`src/rtl/twos_comp_sched.sv`:
```
// Round-robin word scheduler for the shared bit-serial two's-complement datapath.
// Clears the datapath, streams the granted word LSB-first and reassembles the serial result.
module twos_comp_sched #(
  parameter int W       = 8,
  parameter int SER_LAT = 1
) (
  input  logic         t_clock,
  input  logic         r,
  input  logic         req0_valid,
  input  logic [W-1:0] req0_data,
  output logic         req0_ready,
  input  logic         req1_valid,
  input  logic [W-1:0] req1_data,
  output logic         req1_ready,
  output logic         ser_x,
  output logic         ser_r,
  input  logic         ser_y,
  output logic         res_valid,
  output logic [W-1:0] res_data,
  output logic         res_id,
  input  logic         res_ready,
  output logic         busy
);

  // state | meaning
  // IDLE  | arbitrate requesters, accept one word
  // CLR   | one-cycle clear pulse to the datapath
  // SHIFT | issue W bits, capture W delayed result bits
  // DONE  | hold result until consumer takes it
  typedef enum logic [1:0] {IDLE, CLR, SHIFT, DONE} state_t;

  localparam int CW = $clog2(W + 1);

  state_t        state, state_nxt;
  logic          last_grant, grant, id_q, accept;
  logic [W-1:0]  sreg;
  logic [CW-1:0] iss_cnt, cap_cnt;
  logic          issuing, cap_v, cap_last;

  assign grant    = (req0_valid && req1_valid) ? ~last_grant : req1_valid;
  assign issuing  = (state == SHIFT) && (iss_cnt != '0);
  assign cap_last = cap_v && (cap_cnt == CW'(1));
  assign res_id   = id_q;

  // Capture strobe trails the issue strobe by the datapath latency.
  generate
    if (SER_LAT == 0) begin : g_lat0
      assign cap_v = issuing;
    end else begin : g_latn
      logic [SER_LAT-1:0] vpipe;
      always_ff @(posedge t_clock or negedge r) begin
        if (!r)                 vpipe <= '0;
        else if (state != SHIFT) vpipe <= '0;
        else                    vpipe <= SER_LAT'({vpipe, issuing});
      end
      assign cap_v = vpipe[SER_LAT-1];
    end
  endgenerate

  always_ff @(posedge t_clock or negedge r) begin
    if (!r) state <= IDLE;
    else    state <= state_nxt;
  end

  always_comb begin
    state_nxt  = state;
    req0_ready = 1'b0;
    req1_ready = 1'b0;
    ser_x      = 1'b0;
    ser_r      = 1'b0;
    res_valid  = 1'b0;
    busy       = 1'b1;
    accept     = 1'b0;
    case (state)
      IDLE: begin
        busy       = 1'b0;
        req0_ready = req0_valid && !grant;
        req1_ready = req1_valid && grant;
        accept     = req0_ready || req1_ready;
        if (accept) state_nxt = CLR;
      end
      CLR: begin
        ser_r     = 1'b1;
        state_nxt = SHIFT;
      end
      SHIFT: begin
        ser_x = issuing && sreg[0];
        if (cap_last) state_nxt = DONE;
      end
      DONE: begin
        res_valid = 1'b1;
        if (res_ready) state_nxt = IDLE;
      end
      default: state_nxt = IDLE;
    endcase
  end

  always_ff @(posedge t_clock or negedge r) begin
    if (!r) begin
      last_grant <= 1'b1;
      id_q       <= 1'b0;
      sreg       <= '0;
      iss_cnt    <= '0;
      cap_cnt    <= '0;
      res_data   <= '0;
    end else begin
      if (accept) begin
        sreg       <= grant ? req1_data : req0_data;
        id_q       <= grant;
        last_grant <= grant;
      end else if (issuing) begin
        sreg <= sreg >> 1;
      end
      if (state == CLR) begin
        iss_cnt <= CW'(W);
        cap_cnt <= CW'(W);
      end else begin
        if (issuing) iss_cnt <= iss_cnt - CW'(1);
        if (cap_v)   cap_cnt <= cap_cnt - CW'(1);
      end
      // Result enters at the MSB so bit 0 ends up at res_data[0] after W captures.
      if (cap_v) res_data <= {ser_y, res_data[W-1:1]};
    end
  end

endmodule

```
`config.mk`:
```
export PLATFORM = sky130hd
export DESIGN_NAME = twos_comp_sched
export DESIGN_NICKNAME = d
export VERILOG_FILES = /design/src/rtl/twos_comp_sched.sv
export SDC_FILE = /design/constraint.sdc
export NUM_CORES = 1
export LEC_CHECK = 0
export BUFFER_PORTS_ARGS = -buffer_cell sky130_fd_sc_hd__buf_2
export CORE_ASPECT_RATIO = 0.75
export CORE_UTILIZATION = 25
export DETAILED_ROUTE_END_ITERATION = 10
export HOLD_SLACK_MARGIN = 0.05
export SYNTH_ARGS = -nofsm -noshare
export SYNTH_HDL_FRONTEND = slang
export SYNTH_SLANG_ARGS = --single-unit
```
`constraint.sdc`:
```
create_clock -name t_clock -period 2.6 [get_ports t_clock]
set_input_delay 0.65 -clock t_clock [delete_from_list [all_inputs] [get_ports t_clock]]
set_output_delay 0.65 -clock t_clock [all_outputs]
set_load 0.005 [all_outputs]
```
==> results.sh, run 1 <==
export IMPL_rsz0062_at_grt="no"
export IMPL_dr_wl_met3_um=148
export IMPL_synth_seq_area_share_pct=46.8
export IMPL_hold_path_class="input port to asynchronous set/reset pin"
export IMPL_grt_usage_pct=10.7
export IMPL_grt_start_max_net_pins=30
export IMPL_slew_viol_final=0
export IMPL_clk_latency_ns=0.28
export IMPL_cts_setup_buffers=0
export IMPL_fp_dieH_um=70.3
export IMPL_drc=0
export IMPL_reg2regPathDepth=5
export IMPL_r2r_start="state[0]"
export IMPL_max_freq_mhz=414
export IMPL_ios=37
export IMPL_ys_top_cells_by_count="dfrtp_1 (28), inv_1 (14), mux2_1 (9)"
export IMPL_synth_compound_area_share_pct=16.6
export IMPL_startpoint_type="register"
export IMPL_rows=24
export IMPL_p_leak_uw=0.000874
export IMPL_initial_core_util_pct=26.2
export IMPL_cts_tree="built"
export IMPL_clock_tree_root_cell="clkbuf_8"
export IMPL_setup_viol=0
export IMPL_crit_required_ns=1.95
export IMPL_routed_wl_um=3200
export IMPL_final_core_util_pct=32.4
export IMPL_worst_slew_pin_slew_ns=0.710
export IMPL_r2r_setup_slack_ns=0.69
export IMPL_syn_area_per_cell_um2=10.9
export IMPL_endpoint="ser_x"
export IMPL_synth_top_area_share_pct=45.1
export IMPL_maxCapViolCount=0
export IMPL_fin_setup_tns_ns=0
export IMPL_synthFlopType="dfrtp_1"
export IMPL_antenna_found_initial=0
export IMPL_grt_pass1_vias=1151
export IMPL_yosysUniqueCellTypes=40
export IMPL_synthTopCellsByArea="dfrtp_1 (45%), mux2_1 (6.5%), ha_1 (6.4%)"
export IMPL_grt_ovfl_total=0
export IMPL_end_kind="output port"
export IMPL_period_needed_ns=2.42
export IMPL_ys_warn_count=0
export IMPL_finalCritPeriodShare_pct=93.0
export IMPL_fillCellCount=612
export IMPL_synth_top_cell_by_area="dfrtp_1"
export IMPL_yosys_area_share_adder_pct=6.45
export IMPL_detail_route_wl_per_cell_um=12.4
export IMPL_synth_area_um2=1550
export IMPL_synth_edff_count=0
export IMPL_clk_pin_slew_worst_paths_ns=0.07
export IMPL_synth_seq_cells=29
export IMPL_portBuffers=36
export IMPL_ir_drop_mv=0.371
export IMPL_top_layer="met4"
export IMPL_vias=1200
export IMPL_clkSinkCount=29
export IMPL_slew_headroom_pct=52.5
export IMPL_syn_inst=143
export IMPL_drive_gt1_share_pct=30.4
export IMPL_cp_max_fo=12
export IMPL_r2r_end="state[1]"
export IMPL_cts_inserted_buffers=5
export IMPL_die_x_um=93
export IMPL_ant_nets=0
export IMPL_yosysMostFrequentCell="dfrtp_1"
export IMPL_clockBufferDepth=2
export IMPL_synth_simple_area_share_pct=14.4
export IMPL_htreeDepth=2
export IMPL_arrival_ns=1.77
export IMPL_setup_worst_path_start="iss_cnt[0]"
export IMPL_core_area_um2=5920
export IMPL_powerDensity_nw_per_um2=1230
export IMPL_place_hpwl_um=2350
export IMPL_synthesis_nets=173
export IMPL_wl_met2_um=1430
export IMPL_hold_viol_final=0
export IMPL_detail_route_first_pass_iterations=4
export IMPL_crit_type="register to output port"
export IMPL_yosys_area_share_xor_xnor_pct=1.69
export IMPL_met1Wirelength_um=1610
export IMPL_die_area_um2=6530
export IMPL_grt_pass1_wl_um=5460
export IMPL_nNetsFinal=210
export IMPL_insertedDiodeCount=0
export IMPL_outcome="finished, final reports clean"
export IMPL_avgViaCountPerCell=4.63
export IMPL_cts_resized=0
export IMPL_gp_congestion=0.766
export IMPL_synth_top_family_by_area="compound AO/OA/AOI/OAI gates"
export IMPL_syn_to_final_growth_pct=23.3
export IMPL_clock_skew_ns=0.00886
export IMPL_synth_mux_area_share_pct=7.17
export IMPL_postSynth_asyncResetShare_pct=100
export IMPL_hold_buffers=0
export IMPL_drt_iter0_markers=58
layout make-up:
| type | instances | area, um2 | share of cell area, % |
|---|---|---|---|
| Clock buffer | 5 | 68.8 | 3.59 |
| Tap cell | 78 | 97.6 | 5.10 |
| Sequential cell | 29 | 727 | 38.0 |
| Inverter | 16 | 60.1 | 3.14 |
| Clock inverter | 3 | 46.3 | 2.42 |
| Multi-Input combinational cell | 90 | 719 | 37.6 |
| Timing Repair Buffer | 38 | 195 | 10.2 |
metrics by stage:
stage / cell area, um2 / setup WS, ns / total power (uW) / cells / hold WS (ns)
after CTS: 1910 / 0.168 / 2390 / 259 / 0.420
after global routing: 1910 / 0.0305 / 2570 / 259 / 0.461
final: 1910 / 0.183 / 2360 / 259 / 0.397
after detailed placement: 1800 / 0.485 / 1910 / 251 / 0.477
after global placement: 1800 / 0.506 / 1890 / 251 / 0.463
after floorplan: 1550 / 0.736 / 1610 / 143 / 0.354
flip-flops by register name, indices dropped and copies added, names as in the netlist:
signal      count
res_id          1
last_grant      1
iss_cnt         4
res_data        8
cap_v           1
cap_cnt         4
state           2
sreg            8
how the worst min path moves through the flow:
stage,end,cells after the start,slack [ns],start
after floorplan,cap_cnt[0],0,0.35,r
after global placement,res_id,1,0.46,res_id
after detailed placement,res_data[0],1,0.48,res_data[0]
after CTS,res_data[0],1,0.42,r
after global routing,iss_cnt[1],1,0.46,r
final,sreg[0],1,0.40,r
report_power, final:
part | switching [uW] | internal (uW)
Combinational | 531 | 495
Sequential | 180 | 685
Clock | 182 | 286
layer usage:
layer	up-vias	GRT usage, %
li1	596	-
met1	573	15.0
met3	2	3.49
met4	0	3.59
met5	-	0
met2	29	15.5
worst max-delay path, cell delays in order, from the launching register on:
cell and delay [ns]:
dfrtp_1 0.39, inv_1 0.10, ha_1 0.15, nor3b_2 0.59, nor3_1 0.10, buf_2 0.16
cells in the final DEF (no fill, tap or decap), drive strengths merged, types with 5 or more instances in the layout:
master	synthesis	routed
mux2	9	9
o31ai	7	7
dfrtp	28	28
nor2	6	6
inv	16	16
nand4	7	7
nand3	8	8
buf	7	38
clkbuf	1	5
a32oi	7	7
ha	8	8
cell families after synthesis:
kind of cell | count (synthesis)
buffers and inverters | 24
multiplexers | 10
AO/OA/AOI/OAI | 32
adder cells (fa/ha/maj) | 8
flip-flops | 29
XOR/XNOR | 3
AND/OR/NAND/NOR | 37
Note: power is estimated with default switching activity, not from simulation.
==> run 2, diff against run 1 <==
Settings changed: BUFFER_PORTS_ARGS -buffer_cell sky130_fd_sc_hd__buf_2 to unset, CORE_MARGIN set to 3, DONT_BUFFER_PORTS set to 1.
==> run 2 against run 1 <==
  * Wire length is 4.8% higher
  * Clock power increased by 2%
  * Sequential power is 2.7% higher
  * Critical path type unchanged
  * Maximum frequency rose by 3.6%
  * Core utilization fell by 2.7 points
  * Highest routed layer unchanged
  * Non-clock buffer count is 35 lower
  * Critical endpoint unchanged
  * Largest power group unchanged
  * Total power decreased by 4.3%
==> results.sh, run 2 (synthesis results as in run 1) <==
export IMPL_fin_hold_ws_ns=0.174
export IMPL_cts_setup_buffers=0
export IMPL_avgViaCountPerCell=4.78
export IMPL_portBuffers=0
export IMPL_maxCapViolCount=0
export IMPL_fin_setup_tns_ns=0
export IMPL_r2r_end="sreg[4]"
export IMPL_hold_path_class="input port to asynchronous set/reset pin"
export IMPL_fillCellCount=598
export IMPL_period_needed_ns=2.33
export IMPL_vias=1071
export IMPL_final_common_cell="dfrtp_1"
export IMPL_rows=24
export IMPL_grt_start_max_net_pins=25
export IMPL_startpoint_type="register"
export IMPL_slew_headroom_pct=47.9
export IMPL_cp_max_fo=12
export IMPL_fp_dieH_um=74.3
export IMPL_powerDensity_nw_per_um2=1290
export IMPL_finalCritPeriodShare_pct=89.7
export IMPL_grt_pass1_wl_um=5350
export IMPL_cts_inserted_buffers=5
export IMPL_grt_pass1_vias=1020
export IMPL_clk_latency_ns=0.29
export IMPL_globalRoute_busiestLayer="met1"
export IMPL_outcome="finished, final reports clean"
export IMPL_reg2regPathDepth=5
export IMPL_drc=0
export IMPL_core_area_um2=5920
export IMPL_worst_slew_pin_slew_ns=0.777
export IMPL_slew_viol_final=0
export IMPL_placed_cell_area_um2=1610
export IMPL_detail_route_wl_per_cell_um=15.0
export IMPL_max_freq_mhz=429
export IMPL_die_x_um=97
export IMPL_hold_buffers=1
export IMPL_htreeDepth=2
export IMPL_arrival_ns=1.68
export IMPL_crit_required_ns=1.95
export IMPL_largestRegisters="res_data: 8 flops, sreg: 8 flops"
export IMPL_routed_wl_um=3350
export IMPL_ios=37
export IMPL_clockBufferDepth=2
export IMPL_clock_skew_ns=0.00860
export IMPL_hold_viol_final=0
export IMPL_clock_tree_root_cell="clkbuf_8"
export IMPL_postLayoutCellArea_um2=1760
export IMPL_syn_to_final_growth_pct=13.1
export IMPL_drive_gt1_share_pct=13.0
export IMPL_layout_common_cells="dfrtp_1 (28), inv_1 (14), mux2_1 (9)"
export IMPL_r2r_setup_slack_ns=0.60
export IMPL_antenna_found_initial=0
export IMPL_clkSinkCount=29
export IMPL_p_leak_uw=0.000734
export IMPL_setup_viol=0
export IMPL_nNetsFinal=175
export IMPL_grt_use_met1_pct=13.1
export IMPL_grt_usage_pct=9.48
export IMPL_insertedDiodeCount=0
export IMPL_ir_drop_mv=0.498
export IMPL_detail_route_first_pass_iterations=4
export IMPL_die_area_um2=7200
export IMPL_cts_tree="built"
export IMPL_crit_type="register to output port"
export IMPL_initial_core_util_pct=26.2
export IMPL_drt_iter0_markers=76
export IMPL_grt_ovfl_total=0
export IMPL_use_met2_pct=12.6
export IMPL_gp_congestion=0.785
export IMPL_r2r_start="state[0]"
export IMPL_gr_usage_met3_pct=4.59
export IMPL_end_kind="output port"
export IMPL_clk_pin_slew_worst_paths_ns=0.07
export IMPL_ant_nets=0
export IMPL_cts_resized=0
export IMPL_rsz0062_at_grt="no"
export IMPL_place_hpwl_um=2290
-- run 2: metrics by stage --
step                      util [%]  setup slack, ns  instances  power (uW)
after detailed placement      27.2            0.558        214        1790
after CTS                     29.5            0.247        223        2290
after global placement        27.2            0.613        214        1760
after floorplan                  -            0.736        143        1610
after global routing          29.7            0.147        224        2460
final                         29.7            0.267        224        2260
-- run 2: worst max-delay path by stage --
| stage | slack (ns) | to | from | cells after the start |
|---|---|---|---|---|
| floorplan | 0.74 | req1_ready | req0_valid | 3 |
| finish | 0.27 | ser_x | iss_cnt[0] | 4 |
| global placement | 0.61 | ser_x | state[0] | 4 |
| CTS | 0.25 | ser_x | iss_cnt[0] | 4 |
| detailed placement | 0.56 | ser_x | iss_cnt[0] | 4 |
| global route | 0.15 | ser_x | iss_cnt[0] | 4 |
-- run 2: critical path: stages, from the launching register on --
cell	delay, ns
dfrtp_1	0.40
inv_1	0.11
ha_1	0.16
nor3b_2	0.59
nor3_1	0.14
-- run 2: area by class of cell --
type	count	area [um2]	area share, %
multi-input cells	90	719	41.0
repair buffers	3	37.5	2.14
inverters	16	60.1	3.42
clock buffers	5	68.8	3.92
clock inverters	3	46.3	2.64
well taps	78	97.6	5.56
flip-flops and latches	29	727	41.4
-- run 2: per-layer routing --
layer  routed length (um)  vias to the layer above
li1                     -                      519
met1                 1650                      522
met2                 1410                       23
met3                  241                        7
met4                   46                        0
met5                    0                        -
-- run 2: power by group --
part / switching (uW) / internal [uW]
Combinational: 481 / 413
Clock: 190 / 286
Sequential: 203 / 685
